`src/rtl/mem_arbiter.sv`:
```
// rtl/mem_arbiter.sv - two-port round-robin arbiter in front of an SPI memory engine
// Fetch and data ports share one engine; mem_start is a clean registered level per transaction.
module mem_arbiter #(
    parameter int RELEASE_CYCLES = 2,
    parameter int TIMEOUT_CYCLES = 200
) (
    input  logic        clk,
    input  logic        rst_n,
    input  logic        f_req,
    input  logic [24:0] f_addr,
    input  logic [2:0]  f_num_bytes,
    output logic        f_done,
    output logic [31:0] f_rdata,
    input  logic        d_req,
    input  logic [24:0] d_addr,
    input  logic [2:0]  d_num_bytes,
    input  logic        d_is_write,
    input  logic [31:0] d_wdata,
    output logic        d_done,
    output logic [31:0] d_rdata,
    output logic        mem_start,
    output logic [24:0] mem_addr,
    output logic [2:0]  mem_num_bytes,
    output logic        mem_is_write,
    output logic [31:0] mem_wdata,
    input  logic        mem_done,
    input  logic [31:0] mem_rdata,
    output logic        busy,
    output logic        grant,
    output logic        err
);
    localparam int            TW       = (TIMEOUT_CYCLES > 1) ? $clog2(TIMEOUT_CYCLES) : 1;
    localparam logic [TW-1:0] TO_LAST  = TW'(TIMEOUT_CYCLES - 1);
    localparam bit            TO_EN    = (TIMEOUT_CYCLES != 0);
    localparam logic [3:0]    REL_LAST = 4'(RELEASE_CYCLES - 1);

    typedef enum logic [1:0] {IDLE, ISSUE, RELEASE} state_t;

    state_t        state;
    logic [TW-1:0] to_cnt;
    logic [3:0]    rel_cnt;
    logic          rr_last;
    logic          win_data;

    // rr_last resets to "fetch went last" so data wins the first contended grant,
    // while the visible grant output resets to 1.
    always_comb begin
        win_data = d_req;
        if (f_req && d_req) begin
            win_data = ~rr_last;
        end
    end

    always_ff @(posedge clk or negedge rst_n) begin
        if (!rst_n) begin
            state         <= IDLE;
            to_cnt        <= '0;
            rel_cnt       <= '0;
            rr_last       <= 1'b0;
            mem_start     <= 1'b0;
            mem_addr      <= '0;
            mem_num_bytes <= '0;
            mem_is_write  <= 1'b0;
            mem_wdata     <= '0;
            f_done        <= 1'b0;
            d_done        <= 1'b0;
            f_rdata       <= '0;
            d_rdata       <= '0;
            busy          <= 1'b0;
            grant         <= 1'b1;
            err           <= 1'b0;
        end else begin
            f_done <= 1'b0;
            d_done <= 1'b0;
            case (state)
                IDLE: begin
                    if (f_req || d_req) begin
                        state     <= ISSUE;
                        mem_start <= 1'b1;
                        busy      <= 1'b1;
                        grant     <= win_data;
                        rr_last   <= win_data;
                        to_cnt    <= '0;
                        if (win_data) begin
                            mem_addr      <= d_addr;
                            mem_num_bytes <= d_num_bytes;
                            mem_is_write  <= d_is_write;
                            mem_wdata     <= d_wdata;
                        end else begin
                            mem_addr      <= f_addr;
                            mem_num_bytes <= f_num_bytes;
                            mem_is_write  <= 1'b0;
                            mem_wdata     <= '0;
                        end
                    end
                end
                ISSUE: begin
                    // A real completion on the timeout cycle takes precedence over the abort.
                    if (mem_done || (TO_EN && to_cnt == TO_LAST)) begin
                        state     <= RELEASE;
                        mem_start <= 1'b0;
                        rel_cnt   <= '0;
                        if (!mem_done) begin
                            err <= 1'b1;
                        end
                        if (grant) begin
                            d_done  <= 1'b1;
                            d_rdata <= mem_done ? mem_rdata : 32'hFFFF_FFFF;
                        end else begin
                            f_done  <= 1'b1;
                            f_rdata <= mem_done ? mem_rdata : 32'hFFFF_FFFF;
                        end
                    end else begin
                        to_cnt <= to_cnt + TW'(1);
                    end
                end
                RELEASE: begin
                    if (rel_cnt == REL_LAST) begin
                        state <= IDLE;
                        busy  <= 1'b0;
                    end else begin
                        rel_cnt <= rel_cnt + 4'd1;
                    end
                end
                default: begin
                    state <= IDLE;
                end
            endcase
        end
    end
endmodule

```
`config.mk`:
```
export PLATFORM = sky130hd
export DESIGN_NAME = mem_arbiter
export DESIGN_NICKNAME = d
export VERILOG_FILES = /design/src/rtl/mem_arbiter.sv
export SDC_FILE = /design/constraint.sdc
export NUM_CORES = 1
export LEC_CHECK = 0
export ABC_AREA = 1
export CAP_MARGIN = 20
export CORE_MARGIN = 2
export CORE_UTILIZATION = 44
export DETAILED_ROUTE_END_ITERATION = 8
export HOLD_SLACK_MARGIN = 0.08
export PLACE_DENSITY = 0.87
export SETUP_SLACK_MARGIN = 0.4
export SLEW_MARGIN = 20
export SYNTH_ARGS = -nofsm -noshare
export SYNTH_HDL_FRONTEND = slang
export SYNTH_SLANG_ARGS = --single-unit
```
`constraint.sdc`:
```
create_clock -name clk -period 1.8 [get_ports clk]
set_input_delay 0.36 -clock clk [delete_from_list [all_inputs] [get_ports clk]]
set_output_delay 0.36 -clock clk [all_outputs]
set_load 0.02 [all_outputs]
```
==> results.ini, run 1 <==
[status]
outcome=completed

[routing]
first_iter_violations=438
firstDrtPassIters=5
drt-total-wl_um=21700
num_vias=6528
drc=0
antenna_left=0
avgRoutedWirePerCell_um=17.7
viasPerCell=5.34

[worst_setup_path]
worstSetupPathType=reg2reg
crit_chain=ha_4 > nand2_4 > nor2_4 > nand2_4 > nand2_8 > nand3_4 > clkbuf_16 > nand2_2 > nand2_2
r2r-start=to_cnt[0]
critPathLaunchType=flip-flop
slowest_stage=dfrtp_1
required_ns=2.11
cp_max_fo=6
crit_path_end_kind=flip-flop
critPathArrivalTime_ns=1.83
slowest_delay_ns=0.40
setup.worst_path.start=to_cnt[0]

[final_layout]
mostFrequentLayoutCells=nand2_1 (239), dfrtp_1 (142), buf_2 (129)
finalNetCount=1156
drive_gt1_frac=0.285
finalInstanceArea_sq_mm=0.00980
area_delta_synth_final_pct=47.5
mostFrequentLayoutCell=nand2_1
diodes=0

[job]
drv_cap=0

[timing]
finalMaxSlewViolations=0
worstMarginPinSlew_ns=0.290
rsz0062_at_grt=true
fin_skew_ns=0.00664
period_share=0.842
fmax_mhz=660
min_period_ns=1.52
hold_viol=0
setup-tns-final_ns=0
fin_hold_ws_ns=0.378
relSlewSlack=0.807
finalSetupViolations=0

[die]
dieArea_sq_mm=0.0161
fp-row-count=44
die_w_um=127
core-area_sq_mm=0.0146
die_y_um=127
start_util=0.454
boundaryPins=257

[clock_network]
cts-buffers-inserted=17
clock_path_buffers=2
clkTransAtPathRegs_ns=0.06
clock-root-buffer=clkbuf_16
cts_max_level=4
tritoncts=built
clkLatencyLatePin_ns=0.42
clock-sinks=146

[global_route]
antenna_found_initial=0
grt_max_degree=44
gr-total-overflow=0
grt_first_pass_wirelength_um=32000
grt_pass1_vias=6248
grt_usage=0.254

[power_and_ir_drop]
p_leak_nw=4.97
combPwrFrac=0.467
swShare=0.437
seq_power_share=0.331
worst_ir_drop_vdd_mv=0.848
p_switching_w=0.00772
power_density_mw_per_mm2=1800
internal_power_w=0.00994
power_frac_clock=0.203

[synth]
yosysUniqueCellTypes=33
synth-seq-area-share=0.550
syn_nets=889
synthCells=760
synth_area_sq_mm=0.00664
avgSynthCellArea_sq_um=8.74
yosys_register_bits=146
yosys_warnings=0

[placed_design]
dpl.hpwl_um=13900
io_buffers=256
gp_congestion=0.868
post_dp_cell_area_sq_mm=0.00942

[worst_hold_path]
hold_path_class=in2async

-- final timing paths --
kind	endpoint	slack, ns	cells past startpoint
worst min register to register	d_rdata[16]	0.47	2
max in group asynchronous	d_rdata[25]	0.85	3
worst max-delay path	f_rdata[0]	0.28	9
worst min-delay path	d_rdata[16]	0.38	2
worst max register to register	f_rdata[0]	0.28	9
min in group clk	d_rdata[16]	0.47	2
-- kinds of logic (layout without fill, tap and decap cells) --
| group | Yosys count | in the layout | share of synthesized area |
|---|---|---|---|
| buffers and inverters | 72 | 350 | 0.0646 |
| and+or+nand+nor | 474 | 475 | 0.329 |
| adders and majority gates | 3 | 3 | 0.00565 |
| xor gates and xnor gates | 3 | 3 | 0.00396 |
| DFF | 146 | 146 | 0.550 |
| AOI/OAI and AO/OA | 62 | 62 | 0.0471 |
-- power groups by stage --
stage	Sequential, W	Clock (W)	Combinational [W]
floorplan	0.00742	0	0.00286
global placement	0.00576	0	0.00865
detailed placement	0.00581	0	0.00881
CTS	0.00573	0.00362	0.00760
global route	0.00599	0.00377	0.00889
finish	0.00584	0.00358	0.00824
-- synthesized netlist by cell type, drive strengths merged --
library cell	instances	share of area
inv	17	0.0096
xnor2	1	0.0013
buf	37	0.044
a21oi	1	0.00075
nand3	49	0.041
nand2	275	0.16
nor2	49	0.032
o21ai	60	0.045
nor3	2	0.0023
xor2	2	0.0026
clkbuf	16	0.0096
o21bai	1	0.0011
or2	34	0.032
ha	3	0.0057
dfrtp	145	0.55
nand4	65	0.061
dfstp	1	0.0040
clkinv	2	0.0011
-- stage by stage --
stage | utilization | setup WS [ns] | total power, W | instances
2_1_floorplan | - | 0.404 | 0.0103 | 760
4_1_cts | 0.643 | 0.283 | 0.0170 | 1209
5_1_grt | 0.669 | 0.232 | 0.0186 | 1223
6_report | 0.669 | 0.284 | 0.0177 | 1223
3_5_place_dp | 0.643 | -0.101 | 0.0146 | 1174
3_3_place_gp | 0.643 | -0.0224 | 0.0144 | 1174
-- area by class of cell --
class                           count  area, sq um
Timing Repair Buffer              299         2490
Fill cell                        1108         4840
Multi-Input combinational cell    543         2740
Tap cell                          184          230
Sequential cell                   146         3660
Timing Repair inverter              1         5.00
Inverter                           19         85.1
Clock buffer                       19          433
Clock inverter                     12          158
-- timing repair --
action	in CTS	in global routing
hold endpoints to repair	22	0
cloned	0	6
setup endpoints to repair	231	146
setup buffers	3	8
pin swaps	1	8
resized for setup	535	75
hold buffers	1	0
-- metal layers --
metal / global-route usage / up-vias / routed length, um
met5: 0 / - / 0
met4: 0.0950 / 0 / 605
met3: 0.0814 / 47 / 1980
met2: 0.437 / 337 / 11200
met1: 0.297 / 3113 / 7860
li1: - / 3031 / -
-- sequential cells by signal, indices dropped and copies added (netlist names) --
name and flops:
to_cnt 8, err 1, d_done 1, f_rdata 32
grant 1, mem_num_bytes 3, rel_cnt 4, state 2
f_done 1, busy 1, mem_addr 25, mem_is_write 1
mem_start 1, rr_last 1, d_rdata 32, mem_wdata 32
-- critical path, delay by kind of cell, from the launching register on --
kind                       cells  cell delay [ns]
DFF                            1             0.40
buffers and inverters          1             0.22
and+or+nand+nor                7             0.62
adders and majority gates      1             0.16
No activity file was read; power rests on OpenSTA's default activity.
==> run 2: changes to the inputs <==
--- a/config.mk
+++ b/config.mk
@@ -8,10 +8,10 @@
 export ABC_AREA = 1
 export CAP_MARGIN = 20
 export CORE_MARGIN = 2
-export CORE_UTILIZATION = 44
+export CORE_UTILIZATION = 40
 export DETAILED_ROUTE_END_ITERATION = 8
 export HOLD_SLACK_MARGIN = 0.08
-export PLACE_DENSITY = 0.87
+export PLACE_DENSITY = 0.84
 export SETUP_SLACK_MARGIN = 0.4
 export SLEW_MARGIN = 20
 export SYNTH_ARGS = -nofsm -noshare
==> constraint.sdc (replaced) <==
create_clock -name clk -period 1.2 [get_ports clk]
set_input_delay 0.24 -clock clk [delete_from_list [all_inputs] [get_ports clk]]
set_output_delay 0.24 -clock clk [all_outputs]
set_load 0.02 [all_outputs]
==> run 2 against run 1 <==
  * The run now ends with hold timing, setup timing left
  * Critical path depth shrank 3
  * Sequential share of layout area down 6.4 points
  * Final cell count rose by 12%
  * Register-to-register slack worse by 0.55 ns
  * First-iteration DRC count shrank 12%
  * Clock power rose by 54%
  * Critical path type unchanged
  * Largest power group unchanged
  * Highest routed layer unchanged
==> results.ini, run 2 (synthesis results as in run 1) <==
[die]
die_y_um=133  ; +4.7%
fp-row-count=47  ; +6.8%
start_util=0.405  ; -0.0487
boundaryPins=257  ; unchanged
die_w_um=133  ; +4.7%
dieArea_sq_mm=0.0177  ; +9.7%
core-area_sq_mm=0.0164  ; +12%

[global_route]
grt_max_degree=55  ; +25%
grt_first_pass_wirelength_um=34300  ; +7.0%
grt_pass1_vias=6655  ; +6.5%
grt_usage=0.249  ; -0.00482
gr-total-overflow=0  ; unchanged
antenna_found_initial=0  ; unchanged

[power_and_ir_drop]
p_switching_w=0.0131  ; +70%
swShare=0.398  ; -0.0394
worst_ir_drop_vdd_mv=1.39  ; +64%
power_frac_clock=0.166  ; -0.037
internal_power_w=0.0199  ; +100%
power_density_mw_per_mm2=2790  ; +55%
seq_power_share=0.277  ; -0.054
p_leak_nw=5.81  ; +17%
combPwrFrac=0.556  ; +0.089

[timing]
worstMarginPinSlew_ns=0.319  ; +0.0289 ns
finalMaxSlewViolations=0  ; unchanged
hold_viol=139  ; +139
rsz0062_at_grt=true
fin_hold_ws_ns=-0.330  ; -0.708 ns
fmax_mhz=684  ; +3.6%
finalSetupViolations=190  ; +190
fin_skew_ns=0.0100  ; +0.00338 ns
setup_slack_ns=-0.263  ; -0.547 ns
relSlewSlack=0.787  ; -0.0193
setup-tns-final_ns=-25.01  ; -25.01 ns
period_share=1.22  ; +0.377
min_period_ns=1.46  ; -0.0531 ns

[final_layout]
largestRegisters=d_rdata (32), f_rdata (32), mem_wdata (32)
drive_gt1_frac=0.381  ; +0.0965
area_delta_synth_final_pct=78.2
diodes=0  ; unchanged
final_util=0.722  ; +0.0522
finalNetCount=1267  ; +9.6%
mostFrequentLayoutCell=nand2_1
mostFrequentLayoutCells=nand2_1 (262), dfrtp_1 (144), buf_6 (139)
instances_no_fill=1371  ; +12%

[clock_network]
clock_path_buffers=2  ; unchanged
clock-root-buffer=clkbuf_16
clkLatencyLatePin_ns=0.42  ; about the same
clkTransAtPathRegs_ns=0.06  ; about the same
tritoncts=built
clock-sinks=146  ; unchanged
cts_max_level=4  ; unchanged
cts-buffers-inserted=17  ; unchanged

[routing]
drc=0  ; unchanged
viasPerCell=5.10  ; -4.4%
num_vias=6997  ; +7.2%
avgRoutedWirePerCell_um=17.3  ; -2.2%
antenna_left=0  ; unchanged
first_iter_violations=385  ; -12%
drt-total-wl_um=23700  ; +9.6%
firstDrtPassIters=5  ; unchanged

[worst_hold_path]
hold_path_class=in2async

[status]
violations=hold timing, setup timing
outcome=finished with violations

[placed_design]
dpl.hpwl_um=14800  ; +5.8%
place_inst=1246  ; +6.1%
io_buffers=256  ; unchanged
gp_congestion=0.852  ; -1.8%

[worst_setup_path]
critPathArrivalTime_ns=1.82  ; about the same
crit_chain=nor3_4 > buf_6 > buf_12 > buf_12 > nand3_2 > nand2_2
r2r_end=mem_wdata[21]
cp_max_fo=7  ; +1
required_ns=1.56  ; -0.55 ns
slowest_stage=dfrtp_2
crit_path_end_kind=flip-flop
r2r_slack_ns=-0.26  ; -0.55 ns
r2r-start=state[1]
worstSetupPathType=reg2reg
critPathLaunchType=flip-flop
reg2reg_depth=6  ; -3
critPathMostFrequentCell=buf_12
slowest_delay_ns=0.44  ; +0.04 ns

[job]
drv_cap=0  ; unchanged

-- run 2: cell types whose count changed in the layout (fill, tap and decap cells not counted), moves of 4 or more --
cell | previous run | this run
buf_12 | 14 | 19
o21ai_1 | 26 | 36
nand3_2 | 2 | 32
buf_6 | 6 | 139
o21ai_0 | 34 | 3
nand2_2 | 26 | 8
nand2_1 | 239 | 262
buf_2 | 129 | 0
o21ai_2 | 0 | 18
buf_4 | 20 | 122
nand2_4 | 8 | 4
nand3_1 | 45 | 13
-- run 2: critical path: cells and delay by family, from the launching register on --
kind | cells | cell delay [ns]
buf+inv | 3 | 0.48
simple gates | 3 | 0.47
flops | 1 | 0.44
-- run 2: how the worst max path moves through the flow --
stage	start	endpoint	cells after the start
6_report	state[1]	mem_wdata[21]	6
5_1_grt	state[1]	mem_wdata[21]	6
4_1_cts	to_cnt[0]	d_rdata[6]	9
3_5_place_dp	d_req	mem_wdata[12]	6
3_3_place_gp	d_req	mem_start	6
2_1_floorplan	to_cnt[1]	d_rdata[27]	9
-- run 2: cell type report --
type	count	area, sq um
fill	1071	4570
timing repair buffer	412	4290
sequential	146	3660
multi-input combinational	542	2930
clock buffer	21	450
tap	220	275
clock inverter	11	154
inverter	19	86.3
-- run 2: metrics by stage --
stage	hold WS, ns	instance area, sq um	worst slack, ns	power, W
floorplan	-0.0556	6950	-0.165	0.0161
global placement	0.111	9990	-0.522	0.0227
detailed placement	0.111	9990	-0.581	0.0230
CTS	-0.335	11300	-0.242	0.0311
global route	-0.331	11800	-0.341	0.0346
finish	-0.330	11800	-0.263	0.0330
-- run 2: metal layers --
metal / GRT usage / up-vias / routed length, um
met5: 0 / - / 0
met4: 0.114 / 0 / 852
met3: 0.0789 / 56 / 2220
met2: 0.425 / 344 / 12100
met1: 0.285 / 3343 / 8540
li1: - / 3254 / -
-- run 2: power groups by stage --
stage | clock [W] | combinational (W) | sequential [W]
after floorplan | 0 | 0.00497 | 0.0111
after global placement | 0 | 0.0141 | 0.00866
after detailed placement | 0 | 0.0143 | 0.00871
after CTS | 0.00555 | 0.0165 | 0.00904
after global routing | 0.00577 | 0.0195 | 0.00934
final | 0.00550 | 0.0184 | 0.00916
-- run 2: timing repair --
| action | 4_1_cts | 5_1_grt |
|---|---|---|
| endpoints found under the setup margin | 277 | 277 |
| resized for setup | 785 | 56 |
| buffers inserted | 51 | 35 |
| pin swaps | 2 | 33 |
| endpoints found under the hold margin | 146 | 146 |
| cloned | 3 | 4 |
==> run 3: changes to the inputs <==
--- a/config.mk
+++ b/config.mk
@@ -9,6 +9,7 @@
 export CAP_MARGIN = 20
 export CORE_MARGIN = 2
 export CORE_UTILIZATION = 40
+export CTS_CLUSTER_DIAMETER = 30
 export DETAILED_ROUTE_END_ITERATION = 8
 export HOLD_SLACK_MARGIN = 0.08
 export PLACE_DENSITY = 0.84
==> constraint.sdc (replaced) <==
create_clock -name clk -period 1.3 [get_ports clk]
set_input_delay 0.26 -clock clk [delete_from_list [all_inputs] [get_ports clk]]
set_output_delay 0.26 -clock clk [all_outputs]
set_load 0.02 [all_outputs]
==> run 3 against run 2 <==
  * The flow finishes with violations (setup timing)
  * Sequential power decreased by 7.1%
  * Hold slack gained 0.61 ns
  * Critical path depth up 3
==> results.ini, run 3 (synthesis results as in run 1) <==
[clock_network]
clkTransAtPathRegs_ns=0.07  ; about the same
clock_path_buffers=2  ; unchanged
tritoncts=built
cts_max_level=4  ; unchanged
clock-root-buffer=clkbuf_16
cts-buffers-inserted=17  ; unchanged
clock-sinks=146  ; unchanged
clkLatencyLatePin_ns=0.42  ; about the same

[timing]
setup_slack_ns=-0.188  ; +0.0749 ns
worstMarginPinSlew_ns=0.297  ; -0.0221 ns
rsz0062_at_grt=true
finalMaxSlewViolations=0  ; unchanged
relSlewSlack=0.801  ; +0.0140
period_share=1.14  ; -0.0744
fin_skew_ns=0.00978  ; -0.000251 ns
setup-tns-final_ns=-14.24  ; +10.77 ns
finalSetupViolations=144  ; -24%
fin_hold_ws_ns=0.278  ; +0.608 ns
hold_viol=0  ; -100%
fmax_mhz=672  ; -1.7%
min_period_ns=1.49  ; +0.0252 ns

[final_layout]
mostFrequentLayoutCell=nand2_1
finalNetCount=1284  ; +1.3%
largestRegisters=d_rdata (32), f_rdata (32), mem_wdata (32)
area_delta_synth_final_pct=86.2
regArea_sq_mm=0.00366  ; about the same
final_util=0.754  ; +0.0326
mostFrequentLayoutCells=nand2_1 (241), dfrtp_1 (143), buf_6 (140)
n_fill_cell=987  ; -7.8%
multiInputGateArea_sq_mm=0.00305  ; +4.1%
drive_gt1_frac=0.420  ; +0.0381
diodes=0  ; unchanged

[power_and_ir_drop]
p_leak_nw=6.02  ; +3.6%
power_density_mw_per_mm2=2640  ; -5.4%
worst_ir_drop_vdd_mv=1.52  ; +8.8%
power.total_w=0.0327  ; -1.2%

[die]
die_y_um=133  ; unchanged
dieArea_sq_mm=0.0177  ; unchanged
die_w_um=133  ; unchanged
boundaryPins=257  ; unchanged
core-area_sq_mm=0.0164  ; unchanged
start_util=0.405  ; unchanged
fp-row-count=47  ; unchanged

[worst_setup_path]
worstSetupPathType=reg2reg
critPathLaunchType=flip-flop
required_ns=1.60  ; +0.04 ns
critPathArrivalTime_ns=1.79  ; -0.03 ns
cp_max_fo=23  ; +16
setup.worst_path.start=to_cnt[1]
r2r-start=to_cnt[1]
r2r_slack_ns=-0.19  ; +0.07 ns
crit_path_end_kind=flip-flop

[routing]
avgRoutedWirePerCell_um=19.2  ; +11%
firstDrtPassIters=6  ; +1
drc=0  ; unchanged
drt-total-wl_um=26700  ; +12%
first_iter_violations=539  ; +40%
viasPerCell=5.33  ; +4.4%
num_vias=7397  ; +5.7%
antenna_left=0  ; unchanged

[status]
outcome=finished with violations
violations=setup timing

[placed_design]
io_buffers=256  ; unchanged
gp_congestion=0.834  ; -2.2%
dpl.hpwl_um=14600  ; -0.89%

[worst_hold_path]
hold_path_class=in2async

[global_route]
grt_usage=0.271  ; +0.0218
grt_pass1_vias=7062  ; +6.1%
antenna_found_initial=0  ; unchanged
gr-total-overflow=0  ; unchanged
grt_first_pass_wirelength_um=36900  ; +7.5%
grt_max_degree=56  ; +1.8%

[job]
drv_cap=0  ; unchanged

==> run 3: what timing repair did <==
item                       4_1_cts  5_1_grt
buffers inserted                48       51
gates resized for setup        841       61
setup endpoints to repair      277      279
cloned                          12        8
pin swaps                       22       38
hold endpoints to repair       146        0
hold buffers                     1        0
==> run 3: path summary, 6_finish.rpt <==
| path | end | depth (start not counted) |
|---|---|---|
| setup / recovery | f_rdata[5] | 9 |
| hold / removal | f_rdata[18] | 2 |
| setup reg to reg | f_rdata[5] | 9 |
| hold reg to reg | d_rdata[21] | 2 |
| max in group asynchronous | mem_wdata[1] | 3 |
| min in group clk | mem_wdata[15] | 3 |
==> run 3: area by class of cell <==
type | count | area share
Timing Repair inverter | 1 | 0.00131
Sequential cell | 146 | 0.296
Inverter | 19 | 0.00769
Clock inverter | 14 | 0.0124
Tap cell | 220 | 0.0222
Clock buffer | 18 | 0.0347
Multi-Input combinational cell | 542 | 0.246
Timing Repair Buffer | 428 | 0.380
==> run 3: metrics by stage <==
step / std cells / setup slack, ns / area [sq um]
4_1_cts: 1329 / -0.113 / 11600
6_report: 1388 / -0.188 / 12400
2_1_floorplan: 760 / -0.0649 / 6950
3_3_place_gp: 1236 / -0.381 / 9930
3_5_place_dp: 1236 / -0.441 / 9930
5_1_grt: 1388 / -0.250 / 12400
==> run 3: power by group <==
group | internal [W] | switching, W
registers | 0.00668 | 0.00183
clock network | 0.00286 | 0.00211
logic | 0.00985 | 0.00932
total | 0.0194 | 0.0133
==> run 3: per-layer routing <==
layer,share of wire,global-route usage,vias to the layer above
li1,-,-,3294
met1,0.36,0.307,3576
met2,0.52,0.480,458
met3,0.083,0.0820,69
met4,0.035,0.100,0
met5,0,0,-
==> run 3: worst max-delay path: stages, from the launching register on <==
cell,delay [ns]
dfrtp_1,0.40
ha_4,0.17
nand2_4,0.05
nor2_4,0.09
nand2_4,0.08
nand2_8,0.11
nand3_4,0.09
buf_12,0.17
nand2_1,0.10
nand2_1,0.09
